## config.mk

```make
export PLATFORM = sky130hd
export DESIGN_NAME = load_store_unit
export DESIGN_NICKNAME = d
export VERILOG_FILES = /design/src/rtl/load_store_unit.sv
export SDC_FILE = /design/constraint.sdc
export NUM_CORES = 1
export LEC_CHECK = 0
export ABC_AREA = 1
export BUFFER_PORTS_ARGS = -buffer_cell sky130_fd_sc_hd__buf_2
export CORE_UTILIZATION = 50
export DETAILED_ROUTE_END_ITERATION = 7
export GPL_ROUTABILITY_DRIVEN = 0
export PLACE_DENSITY = 0.82
export SETUP_SLACK_MARGIN = 0.4
export SYNTH_ARGS = -nofsm -noshare
export SYNTH_HDL_FRONTEND = slang
export SYNTH_SLANG_ARGS = --single-unit
```

## constraint.sdc

```tcl
create_clock -name clock -period 3.6 [get_ports clock]
set_input_delay 1.08 -clock clock [delete_from_list [all_inputs] [get_ports clock]]
set_output_delay 1.08 -clock clock [all_outputs]
set_load 0.1 [all_outputs]
```

## src/rtl/load_store_unit.sv

```systemverilog
// load_store_unit: core-side initiator for the byte-wide memory data port.
// Accepts one byte or 16-bit load/store per request and splits word accesses
// into two little-endian byte transactions (addr, then addr+1 with 16-bit wrap).
// Each transaction is a one-cycle mem_req pulse answered by mem_done; a WAIT
// state that sees no mem_done for TIMEOUT cycles aborts with resp_error.
// Ports:
//   clock, reset            - clock, synchronous active-high reset
//   req_valid/req_ready     - core request handshake (ready only in IDLE)
//   req_write/word/signed   - store/load, word/byte, sign-extend byte loads
//   req_addr, req_wdata     - byte address, store data
//   resp_valid/error/rdata  - one-cycle completion pulse, timeout flag, load data
//   mem_addr/wdata/write    - memory transaction address, byte, write enable
//   mem_req                 - one-cycle access request pulse
//   mem_done, mem_rdata     - memory completion and read byte
module load_store_unit #(
  parameter int unsigned TIMEOUT = 15
) (
  input  logic        clock,
  input  logic        reset,
  input  logic        req_valid,
  output logic        req_ready,
  input  logic        req_write,
  input  logic        req_word,
  input  logic        req_signed,
  input  logic [15:0] req_addr,
  input  logic [15:0] req_wdata,
  output logic        resp_valid,
  output logic [15:0] resp_rdata,
  output logic        resp_error,
  output logic [15:0] mem_addr,
  output logic [7:0]  mem_wdata,
  output logic        mem_write,
  output logic        mem_req,
  input  logic        mem_done,
  input  logic [7:0]  mem_rdata
);

  localparam int unsigned CntW = 8;

  typedef enum logic [2:0] {
    IDLE   = 3'd0,
    ISSUE0 = 3'd1,
    WAIT0  = 3'd2,
    ISSUE1 = 3'd3,
    WAIT1  = 3'd4,
    RESP   = 3'd5
  } state_e;

  state_e state_q, state_d;

  logic [CntW-1:0] cnt_q, cnt_d;
  logic [7:0]      lo_q, lo_d, hi_q, hi_d;
  logic            err_q, err_d;
  logic            wr_q, wr_d, word_q, word_d, sgn_q, sgn_d;
  logic [15:0]     addr_q, addr_d, wdata_q, wdata_d;

  logic            req_ready_q, req_ready_d;
  logic            resp_valid_q, resp_valid_d;
  logic [15:0]     resp_rdata_q, resp_rdata_d;
  logic            resp_error_q, resp_error_d;
  logic [15:0]     mem_addr_q, mem_addr_d;
  logic [7:0]      mem_wdata_q, mem_wdata_d;
  logic            mem_write_q, mem_write_d;
  logic            mem_req_q, mem_req_d;

  logic            limit_hit;

  // The current WAIT cycle is the TIMEOUT-th without mem_done.
  assign limit_hit = (cnt_q + CntW'(1)) == CntW'(TIMEOUT);

  // State and datapath register.
  always_ff @(posedge clock) begin
    if (reset) begin
      state_q <= IDLE;
      cnt_q   <= '0;
      lo_q    <= '0;
      hi_q    <= '0;
      err_q   <= 1'b0;
      wr_q    <= 1'b0;
      word_q  <= 1'b0;
      sgn_q   <= 1'b0;
      addr_q  <= '0;
      wdata_q <= '0;
    end else begin
      state_q <= state_d;
      cnt_q   <= cnt_d;
      lo_q    <= lo_d;
      hi_q    <= hi_d;
      err_q   <= err_d;
      wr_q    <= wr_d;
      word_q  <= word_d;
      sgn_q   <= sgn_d;
      addr_q  <= addr_d;
      wdata_q <= wdata_d;
    end
  end

  // Next-state, request latch, byte capture and timeout counting.
  always_comb begin
    state_d = state_q;
    cnt_d   = cnt_q;
    lo_d    = lo_q;
    hi_d    = hi_q;
    err_d   = err_q;
    wr_d    = wr_q;
    word_d  = word_q;
    sgn_d   = sgn_q;
    addr_d  = addr_q;
    wdata_d = wdata_q;
    case (state_q)
      IDLE: begin
        if (req_valid) begin
          wr_d    = req_write;
          word_d  = req_word;
          sgn_d   = req_signed;
          addr_d  = req_addr;
          wdata_d = req_wdata;
          err_d   = 1'b0;
          state_d = ISSUE0;
        end
      end
      ISSUE0: begin
        cnt_d   = '0;
        state_d = WAIT0;
      end
      WAIT0: begin
        // mem_done wins over a simultaneous timeout
        if (mem_done) begin
          lo_d    = mem_rdata;
          state_d = word_q ? ISSUE1 : RESP;
        end else if (limit_hit) begin
          err_d   = 1'b1;
          state_d = RESP;
        end else begin
          cnt_d = cnt_q + CntW'(1);
        end
      end
      ISSUE1: begin
        cnt_d   = '0;
        state_d = WAIT1;
      end
      WAIT1: begin
        if (mem_done) begin
          hi_d    = mem_rdata;
          state_d = RESP;
        end else if (limit_hit) begin
          err_d   = 1'b1;
          state_d = RESP;
        end else begin
          cnt_d = cnt_q + CntW'(1);
        end
      end
      RESP:    state_d = IDLE;
      default: state_d = IDLE;
    endcase
  end

  // Output next values, decoded from the state being entered so every
  // output is a flop that is valid for the whole cycle of its state.
  always_comb begin
    req_ready_d  = (state_d == IDLE);
    resp_valid_d = 1'b0;
    resp_error_d = 1'b0;
    resp_rdata_d = resp_rdata_q;
    mem_req_d    = 1'b0;
    mem_addr_d   = mem_addr_q;
    mem_wdata_d  = mem_wdata_q;
    mem_write_d  = mem_write_q;
    case (state_d)
      ISSUE0: begin
        mem_req_d   = 1'b1;
        mem_addr_d  = addr_d;
        mem_wdata_d = wdata_d[7:0];
        mem_write_d = wr_d;
      end
      ISSUE1: begin
        mem_req_d   = 1'b1;
        mem_addr_d  = addr_q + 16'd1;
        mem_wdata_d = wdata_q[15:8];
        mem_write_d = wr_q;
      end
      RESP: begin
        resp_valid_d = 1'b1;
        resp_error_d = err_d;
        if (err_d || wr_q) begin
          resp_rdata_d = '0;
        end else if (word_q) begin
          resp_rdata_d = {hi_d, lo_d};
        end else if (sgn_q) begin
          resp_rdata_d = {{8{lo_d[7]}}, lo_d};
        end else begin
          resp_rdata_d = {8'h00, lo_d};
        end
      end
      default: ;
    endcase
  end

  // Output registers.
  always_ff @(posedge clock) begin
    if (reset) begin
      req_ready_q  <= 1'b1;
      resp_valid_q <= 1'b0;
      resp_rdata_q <= '0;
      resp_error_q <= 1'b0;
      mem_req_q    <= 1'b0;
      mem_addr_q   <= '0;
      mem_wdata_q  <= '0;
      mem_write_q  <= 1'b0;
    end else begin
      req_ready_q  <= req_ready_d;
      resp_valid_q <= resp_valid_d;
      resp_rdata_q <= resp_rdata_d;
      resp_error_q <= resp_error_d;
      mem_req_q    <= mem_req_d;
      mem_addr_q   <= mem_addr_d;
      mem_wdata_q  <= mem_wdata_d;
      mem_write_q  <= mem_write_d;
    end
  end

  assign req_ready  = req_ready_q;
  assign resp_valid = resp_valid_q;
  assign resp_rdata = resp_rdata_q;
  assign resp_error = resp_error_q;
  assign mem_req    = mem_req_q;
  assign mem_addr   = mem_addr_q;
  assign mem_wdata  = mem_wdata_q;
  assign mem_write  = mem_write_q;

endmodule

```

# Yosys cells after proc, flatten, opt, wreduce, memory -nomap -nowiden
# Index checks and enable logic that the tools add are counted.
op_classes:
  n_addsub: 2
  eq_ne: 10
  mux: 31
  bitwise_logic: 1
  reduce_logical: 11
op_table:
  columns: ["op", "n"]
  rows:
  - ["16-bit 2-to-1 mux", 5]
  - ["8-bit 2-to-1 mux", 8]
  - ["16-bit one-hot mux with 2 select lines", 1]
  - ["8-bit one-hot mux with 2 select lines", 2]
  - ["16-bit by 1-bit adder with 16-bit output (second input constant)", 1]
  - ["3-bit 2-to-1 mux", 5]
  - ["3-bit one-hot mux with 5 select lines", 1]
  - ["3-bit by 2-bit == test with 1-bit output (second input constant)", 3]
  - ["8-bit by 1-bit adder with 8-bit output (second input constant)", 1]
  - ["8-bit by 4-bit == test with 1-bit output (second input constant)", 1]
  - ["2-bit OR reduction", 4]
  - ["1-bit 2-to-1 mux", 7]
  - ["3-bit by 1-bit == test with 1-bit output (second input constant)", 2]
  - ["3-bit == test (second input constant)", 2]
  - ["3-bit zero test", 2]
  - ["2-bit != test (second input constant)", 2]
  - ["1-bit one-hot mux with 2 select lines", 2]
  - ["2-bit nonzero test", 2]
  - ["3-bit AND reduction", 1]
  - ["2-bit AND reduction", 1]
  - ["1-bit logical OR", 1]
  - ["1-bit inverter", 1]
word_totals:
  register_bits: 108
  input_bits: 47
  output_inout_bits: 45
  elab_cells: 74

# Logic depth before layout (Yosys ltp)
# Gate-level depths: netlist (run 1).
depth:
  word_depth: 8
  ltp_mapped: 14
  depth_no_buf: 13

# Worst setup path before layout (run 1)
# Ideal clock, no wire load.
synth_path:
  path_kind: "input to register"
  startpoint: "in req_valid"
  endpoint: "reg mem_addr_q[3] (netlist: mem_addr[3])"
  setup_time_ns: 0.071
  arrival_time_ns: 2.151
  required_ns: 3.529
  path_slack_ns: 1.378
  stages: 7
  n_path_buf: 2
  path_cell_list: "nand2_1 buf_2 clkbuf_1 o21ai_0 o21ai_0 nand4_1 a21oi_1"
synth_via:
  elab_chain_cells: 4
  elab_cells_between_ends: 8
  cone_classes: "2 x eq/ne; 5 x mux; 1 x reduce/logical"
synth_rtl:
  columns: ["element", "line", "rtl"]
  rows:
  - ["start, declared", "20", "input logic req_valid,"]
  - ["3-bit 2-to-1 mux", "112", "if (req_valid) begin"]
  - ["3-bit one-hot mux with 5 select lines", "110", "case (state_q)"]
  - ["3-bit by 2-bit == test with 1-bit output / 3-bit by 1-bit == test with 1-bit output (equally long branches)", "169", "case (state_d)"]
  - ["16-bit one-hot mux with 2 select lines / 2-bit nonzero test (equally long branches)", null, null]
  - ["end signal, assigned", "216", "mem_addr_q <= mem_addr_d;"]
  - ["end, declared", "61", "logic [15:0] mem_addr_q, mem_addr_d;"]
# Several ways; a longest one is shown, not always the timed one.
# A chain may end at the register's enable or synchronous reset.

# Final worst setup path (run 1)
layout_path:
  startpoint: "in mem_done"
  endpoint: "reg mem_wdata_q[3] (netlist: mem_wdata[3])"
layout_via:
  elab_chain_cells: 4
  elab_cells_between_ends: 7
  cone_classes: "2 x eq/ne; 4 x mux; 1 x reduce/logical"
layout_rtl:
  columns: ["element", "line", "rtl"]
  rows:
  - ["start, declared", "34", "input logic mem_done,"]
  - ["3-bit 2-to-1 mux, on equally long branches", "143, 128", null]
  - ["3-bit one-hot mux with 5 select lines *", "110", null]
  - ["3-bit by 2-bit == test with 1-bit output / 3-bit by 1-bit == test with 1-bit output (equally long branches)", "169", null]
  - ["8-bit one-hot mux with 2 select lines / 2-bit nonzero test (equally long branches)", null, null]
  - ["end signal, assigned", "217", "mem_wdata_q <= mem_wdata_d;"]
  - ["end, declared", "62", "logic [7:0] mem_wdata_q, mem_wdata_d;"]
# Every way passes the cells marked *; elsewhere a longest branch is shown, timed or not.

==> results by group, run 1 <==
Finish
  • Fraction of layout cells with a size suffix above 1: 17.9%
  • P&R area growth vs syn: 14.2%
  • Fin area: 5750 sq um
  • Filler cells: 903
  • Non-filler cells in the finished layout: 931
  • Area of the multi-input gates: 2430 sq um
  • ANT cells: 0
  • Final #Nets: 843
  • Sequential Area: 2160 sq um

Worst setup path
  • Startpoint Class: input pin
  • Arr. time, crit path: 2.86 ns
  • CP Capture Type: register
  • Worst path required time: 3.91 ns
  • WS Path Type: input pin to register
  • Launching point of the worst reg2reg path: cnt_q[1]$_SDFFE_PP0P_
  • Critical-path maximum fanout: 20
  • Crit path from: mem_done

Logic synthesis
  • Yosys reg bits: 108
  • Most instantiated cells after synthesis: nand2_1 (161), nor2_1 (115), dfxtp_1 (108)
  • Sequential-to-total area share from yosys stat: 42.9%
  • Synth area leader: dfxtp_1
  • Most numerous cell in the Yosys netlist: nand2_1
  • Synth Flop Type: dfxtp_1
  • Synth Instances: 720
  • Post-synth EDFFs: 0
  • Synth async-reset ratio: 0%
  • Synth area leaders: dfxtp_1 (43%), nand2_1 (12%), nor2_1 (8.6%)
  • Top-area cell type share of the netlist area: 42.9%
  • Syn avg cell area: 6.99 sq um
  • Yosys warning total: 0
  • Synth Net Count: 770
  • Synth Cell Area: 5030 sq um
  • Yosys cell types: 35

Worst hold path
  • Beginning of the worst hold path: resp_rdata[12]$_SDFFE_PP0N_
  • Min-Delay Path Class: register to register

Floorplan
  • Die width: 102 um
  • CORE AREA: 9770 sq um
  • Initial Util: 51.5%
  • Core Rows: 36
  • Num ports: 92
  • Die Area: 10500 sq um
  • Die height: 102 um

Route
  • Routed wire length: 11.4 mm
  • Detail-routed via count per cell: 5.01
  • DR vias: 4665
  • DR pass1 iterations: 5
  • Post-route ant nets: 0
  • DRT iter0 DRCs: 232
  • DRC violations left: 0
  • Drt wl/cell: 12.2 um

Clocking
  • TritonCTS clock tree: built
  • # Post-CTS Setup Buffers: 0
  • Resized Gates After CTS: 0
  • H-tree Lvls: 3
  • Hold Buf Count CTS: 0
  • Num CTS Buffers: 9
  • Clk sinks: 108
  • Maximum clock path buffer count: 2
  • Clock tree root buffer cell: clkbuf_8
  • Worst-Skew Late Latency: 0.37 ns
  • Reg clk slew, reported paths: 0.12 ns

Global route
  • GRT Util Overall: 22.8%
  • GRT Residual Overflow: 0
  • Largest net degree at the start of global routing: 51
  • First-pass GRT wire length: 19.0 mm
  • Vias in the first global route: 4135
  • Initial antenna violation count: 0

Power
  • Maximum vdd ir drop: 0.267 mV
  • Pleak: 2.73 nW
  • Final total power: 3.05 mW
  • PD cells: 530 nW/um^2

Place
  • Hpwl dp: 7.71 mm
  • DP Area: 5530 sq um
  • Post-Place Worst Slack: 0.689 ns
  • Port Buf Inserts: 91
  • Dpl cells: 915

Timing
  • Clock Skew: 0.0114 ns
  • F_max: 392 MHz
  • Crit share post-route: 70.8%
  • Slew HR: 51.6%
  • TNS Setup: 0 ns
  • Final hold vios: 0
  • Unrepaired setup endpoints after global routing: false
  • Slew @ Worst Pin: 0.722 ns
  • Final worst-path setup slack: 1.05 ns
  • Endpoints failing setup: 0
  • Final min period: 2.55 ns
  • Max-slew violations: 0

Outcome
  • Outcome: complete, no violations

Run
  • Maxcap violations: 0
## cells in the final DEF (no fill, tap or decap), types with 2 or more instances in the layout
cell type / count
nand3b_1: 9
nor2_2: 2
o21ai_0: 52
buf_2: 91
buf_4: 5
clkinv_1: 2
nand4_1: 11
inv_1: 71
inv_8: 4
o21ai_1: 15
a31oi_1: 2
nand3_4: 3
xor2_1: 11
a21oi_1: 24
nand2_2: 4
mux2i_1: 4
ha_1: 3
nand2_1: 160
dfxtp_1: 108
nand3_1: 46
nor3_1: 8
clkbuf_8: 9
or2_2: 15
o21a_1: 11
nor2_1: 115
## worst max-delay path: stages
cell,delay (ns)
buf_2,0.13
inv_1,0.12
nor3_2,0.49
a31oi_2,0.07
nand2_1,0.57
nand2_1,0.14
nand2_1,0.10
nor2_1,0.04
nor2_1,0.10
## sequential cells by signal, summed over array words and instances, names as in the netlist
| name | flops |
|---|---|
| err_q | 1 |
| word_q | 1 |
| hi_q | 8 |
| state_q | 3 |
| addr_q | 16 |
| mem_req | 1 |
| sgn_q | 1 |
| mem_addr | 16 |
| resp_error | 1 |
| wr_q | 1 |
| lo_q | 8 |
| req_ready | 1 |
| mem_write | 1 |
| resp_valid | 1 |
| wdata_q | 16 |
| cnt_q | 8 |
| mem_wdata | 8 |
| resp_rdata | 16 |
## kinds of logic (layout without fill, tap and decap cells)
| logic type | count (synthesis) | in the layout | synth area share [%] |
|---|---|---|---|
| AOI/OAI and AO/OA | 107 | 107 | 11.3 |
| xor gates and xnor gates | 11 | 11 | 1.91 |
| adders and majority gates | 3 | 3 | 0.746 |
| buffers and inverters | 108 | 186 | 8.87 |
| DFF | 108 | 108 | 42.9 |
| muxes | 4 | 4 | 0.795 |
| and+or+nand+nor | 379 | 379 | 33.4 |
## per-stage QoR
step / hold slack, ns / utilization [%]
2_1_floorplan: 0.450 / -
3_3_place_gp: 0.451 / 56.6
3_5_place_dp: 0.452 / 56.6
4_1_cts: 0.479 / 58.8
5_1_grt: 0.502 / 58.8
6_report: 0.477 / 58.8
## layer usage
metal / track usage (%) / part of all wire, % / up-vias / wire length (um)
li1: - / - / 2435 / -
met1: 31.1 / 48 / 2098 / 5420
met2: 37.3 / 46 / 123 / 5200
met3: 4.99 / 5.7 / 9 / 650
met4: 4.73 / 0.81 / 0 / 92
met5: 0 / 0 / - / 0
## final timing paths
| kind | end | slack (ns) | cells after the start |
|---|---|---|---|
| worst max-delay path | mem_wdata[3]$_SDFFE_PP0P_ | 1.05 | 9 |
| worst max register to register | mem_wdata[3]$_SDFFE_PP0P_ | 1.15 | 12 |
| worst min register to register | resp_rdata[12]$_SDFFE_PP0N_ | 0.48 | 2 |
| worst min-delay path | resp_rdata[12]$_SDFFE_PP0N_ | 0.48 | 2 |
## cell type report
cell class,instances,share of cell area [%]
clock buffers,9,2.15
clock inverters,7,1.59
multi-input cells,504,42.4
inverters,74,4.83
repair buffers,96,8.57
flip-flops and latches,108,37.6
well taps,133,2.89
## where the power goes
group,total [mW],internal (mW),switching [mW]
Clock,0.801,0.343,0.458
Sequential,1.35,1.30,0.0537
Combinational,0.897,0.219,0.678
(Power assumes the default switching activity.)
==> run 2: changes to the inputs <==
PLACE_DENSITY = 0.85   (was 0.82)
clock period = 2.2 ns   (was 3.6 ns; I/O delays follow)
==> run 2 against run 1 <==
Core utilization up 9.2 points. Die area unchanged. Register-to-register slack lost 0.96 ns. Count of clock-buffer cells in the layout is the same. Global-route usage up 3.3 points. Combinational power is 110% higher. Power up 76%. Setup slack got worse by 0.86 ns. Cell count grew 4.4%. Critical path type is now register to register. Largest cell class unchanged.
==> results by group, run 2 (same netlist as run 1, synthesis figures left out) <==
Outcome
  • Outcome: complete, no violations

Route
  • DR pass1 iterations: 5
  • Detail-routed via count per cell: 5.27
  • Drt wl/cell: 14.6 um
  • Post-route ant nets: 0
  • DRT iter0 DRCs: 301
  • DR vias: 5120
  • Routed wire length: 14.2 mm
  • DRC violations left: 0

Timing
  • Endpoints failing setup: 0
  • Slew HR: 59.4%
  • Crit share post-route: 91.5%
  • TNS Setup: 0 ns
  • Unrepaired setup endpoints after global routing: true
  • Max-slew violations: 0
  • Final worst-path setup slack: 0.187 ns
  • Slew @ Worst Pin: 0.608 ns
  • Final min period: 2.01 ns
  • Clock Skew: 0.0154 ns
  • Final hold vios: 0
  • F_max: 497 MHz

Clocking
  • Num CTS Buffers: 9
  • Clk sinks: 108
  • H-tree Lvls: 3
  • Maximum clock path buffer count: 2
  • TritonCTS clock tree: built
  • Worst-Skew Late Latency: 0.40 ns
  • Reg clk slew, reported paths: 0.12 ns
  • Clock tree root buffer cell: clkbuf_8

Place
  • Hpwl dp: 7.90 mm
  • Post-Place Worst Slack: 0.138 ns
  • DP Area: 5660 sq um
  • Port Buf Inserts: 91

Run
  • Maxcap violations: 0

Global route
  • Met1 Track Usage GR: 31.3%
  • GRT Residual Overflow: 0
  • GRT Util Overall: 26.2%
  • GRT Max-Usage Layer: met2
  • Met2 Resource Use GR: 44.4%
  • Initial antenna violation count: 0
  • Vias in the first global route: 4711
  • First-pass GRT wire length: 21.3 mm
  • Grt met3 use: 5.81%
  • Largest net degree at the start of global routing: 51

Worst hold path
  • Hold Crit Depth: 2
  • Beginning of the worst hold path: mem_addr[4]$_SDFFE_PP0P_
  • Hold Path End: mem_addr[4]$_SDFFE_PP0P_
  • Min-Delay Path Class: register to register

Worst setup path
  • Reg2reg setup slack: 0.19 ns
  • R2R cell count: 15
  • Buf+Inv Stages, Crit Path: 2
  • Crit-path most repeated cell: nand2_1
  • Critical Path Slowest Stage Cell: dfxtp_4
  • CP Capture Type: register
  • Worst path required time: 2.51 ns
  • Reg2Reg Capture Point: mem_addr[6]$_SDFFE_PP0P_
  • Slowest stage delay, CP: 0.40 ns
  • WS Path Type: register to register
  • Launching point of the worst reg2reg path: cnt_q[3]$_SDFFE_PP0P_
  • Arr. time, crit path: 2.33 ns
  • Cell Chain, Critical Path: nand2_1 -> nor2_2 -> nand2_1 -> nand2_1 -> nand2_2 -> nor2_4 -> nand3_4 -> nand2_4 -> nand2_4 -> nand3_4 -> buf_8 -> buf_16 -> nand2_1 -> nand2_1 -> nor2_1
  • Startpoint Class: register
  • Critical-path maximum fanout: 6
  • Cell family with most CP delay: simple AND/OR/NAND/NOR gates

Finish
  • Filler cells: 792
  • Highest-count cells in the layout ignoring fill and taps: nand2_1 (148), nor2_1 (106), dfxtp_1 (102)
  • Fraction of layout cells with a size suffix above 1: 27.7%
  • ANT cells: 0
  • Fin area: 6650 sq um
  • Final #Nets: 884
  • Commonest non-fill, non-tap cell in the layout: nand2_1
  • P&R area growth vs syn: 32.0%
  • Core Util, Final: 68.0%

Power
  • Final total power: 5.37 mW
  • Pleak: 3.00 nW
  • Maximum vdd ir drop: 0.461 mV
  • PD cells: 808 nW/um^2

Floorplan
  • Die width: 102 um
  • Die Area: 10500 sq um
  • Num ports: 92
  • Core Rows: 36
  • Die height: 102 um
  • CORE AREA: 9770 sq um
  • Initial Util: 51.5%
==> run 2: timing repair <==
action,CTS,global route
pin swaps,14,18
hold buffers,0,0
setup buffers,10,9
gates resized for setup,80,51
setup endpoints to repair,93,72
cloned,5,6
==> run 2: worst max-delay path by stage <==
stage                            endpoint             startpoint  depth (start not counted)  slack, ns
5_1_grt          mem_addr[6]$_SDFFE_PP0P_  cnt_q[2]$_SDFFE_PP0P_                         15       0.10
3_5_place_dp     mem_addr[5]$_SDFFE_PP0P_              req_valid                          9       0.14
3_3_place_gp     mem_addr[1]$_SDFFE_PP0P_              req_valid                          9       0.16
4_1_cts         mem_wdata[1]$_SDFFE_PP0P_  cnt_q[0]$_SDFFE_PP0P_                         14       0.26
2_1_floorplan  resp_rdata[0]$_SDFFE_PP0N_  cnt_q[1]$_SDFFE_PP0P_                         14       0.40
6_report         mem_addr[6]$_SDFFE_PP0P_  cnt_q[3]$_SDFFE_PP0P_                         15       0.19
==> run 2: final cells by class <==
cell class	instances	area [sq um]	share of cell area [%]
inverter	74	285	4.29
multi-input combinational	506	2700	40.6
sequential	108	2180	32.8
clock buffer	9	124	1.86
timing repair buffer	133	1090	16.4
timing repair inverter	2	12.5	0.188
clock inverter	7	91.3	1.37
tap	133	166	2.50
==> run 2: metrics by stage <==
step | hold slack (ns) | cells
after floorplan | 0.441 | 720
after global placement | 0.445 | 926
after detailed placement | 0.456 | 926
after CTS | 0.471 | 957
after global routing | 0.490 | 972
final | 0.472 | 972
==> run 2: per-layer routing <==
metal	part of all wire (%)	routed length [um]	vias to the layer above
met5	0	0	-
met4	3.4	479	0
met3	6.2	885	46
met2	49	7000	195
met1	41	5870	2349
li1	-	-	2530
==> run 2: power breakdown <==
| part | switching, mW | total, mW | internal (mW) | leakage [nW] |
|---|---|---|---|---|
| combinational | 1.26 | 1.87 | 0.615 | 2.01 |
| clock | 0.816 | 1.28 | 0.466 | 0.106 |
| sequential | 0.102 | 2.22 | 2.12 | 0.889 |
==> run 2: worst reg2reg max path: stages, from the launching register on <==
cell and delay (ns):
dfxtp_4 0.40, nand2_1 0.10, nor2_2 0.15, nand2_1 0.07, nand2_1 0.08, nand2_2 0.08
nor2_4 0.17, nand3_4 0.13, nand2_4 0.11, nand2_4 0.07, nand3_4 0.11, buf_8 0.15
buf_16 0.12, nand2_1 0.05, nand2_1 0.08, nor2_1 0.05
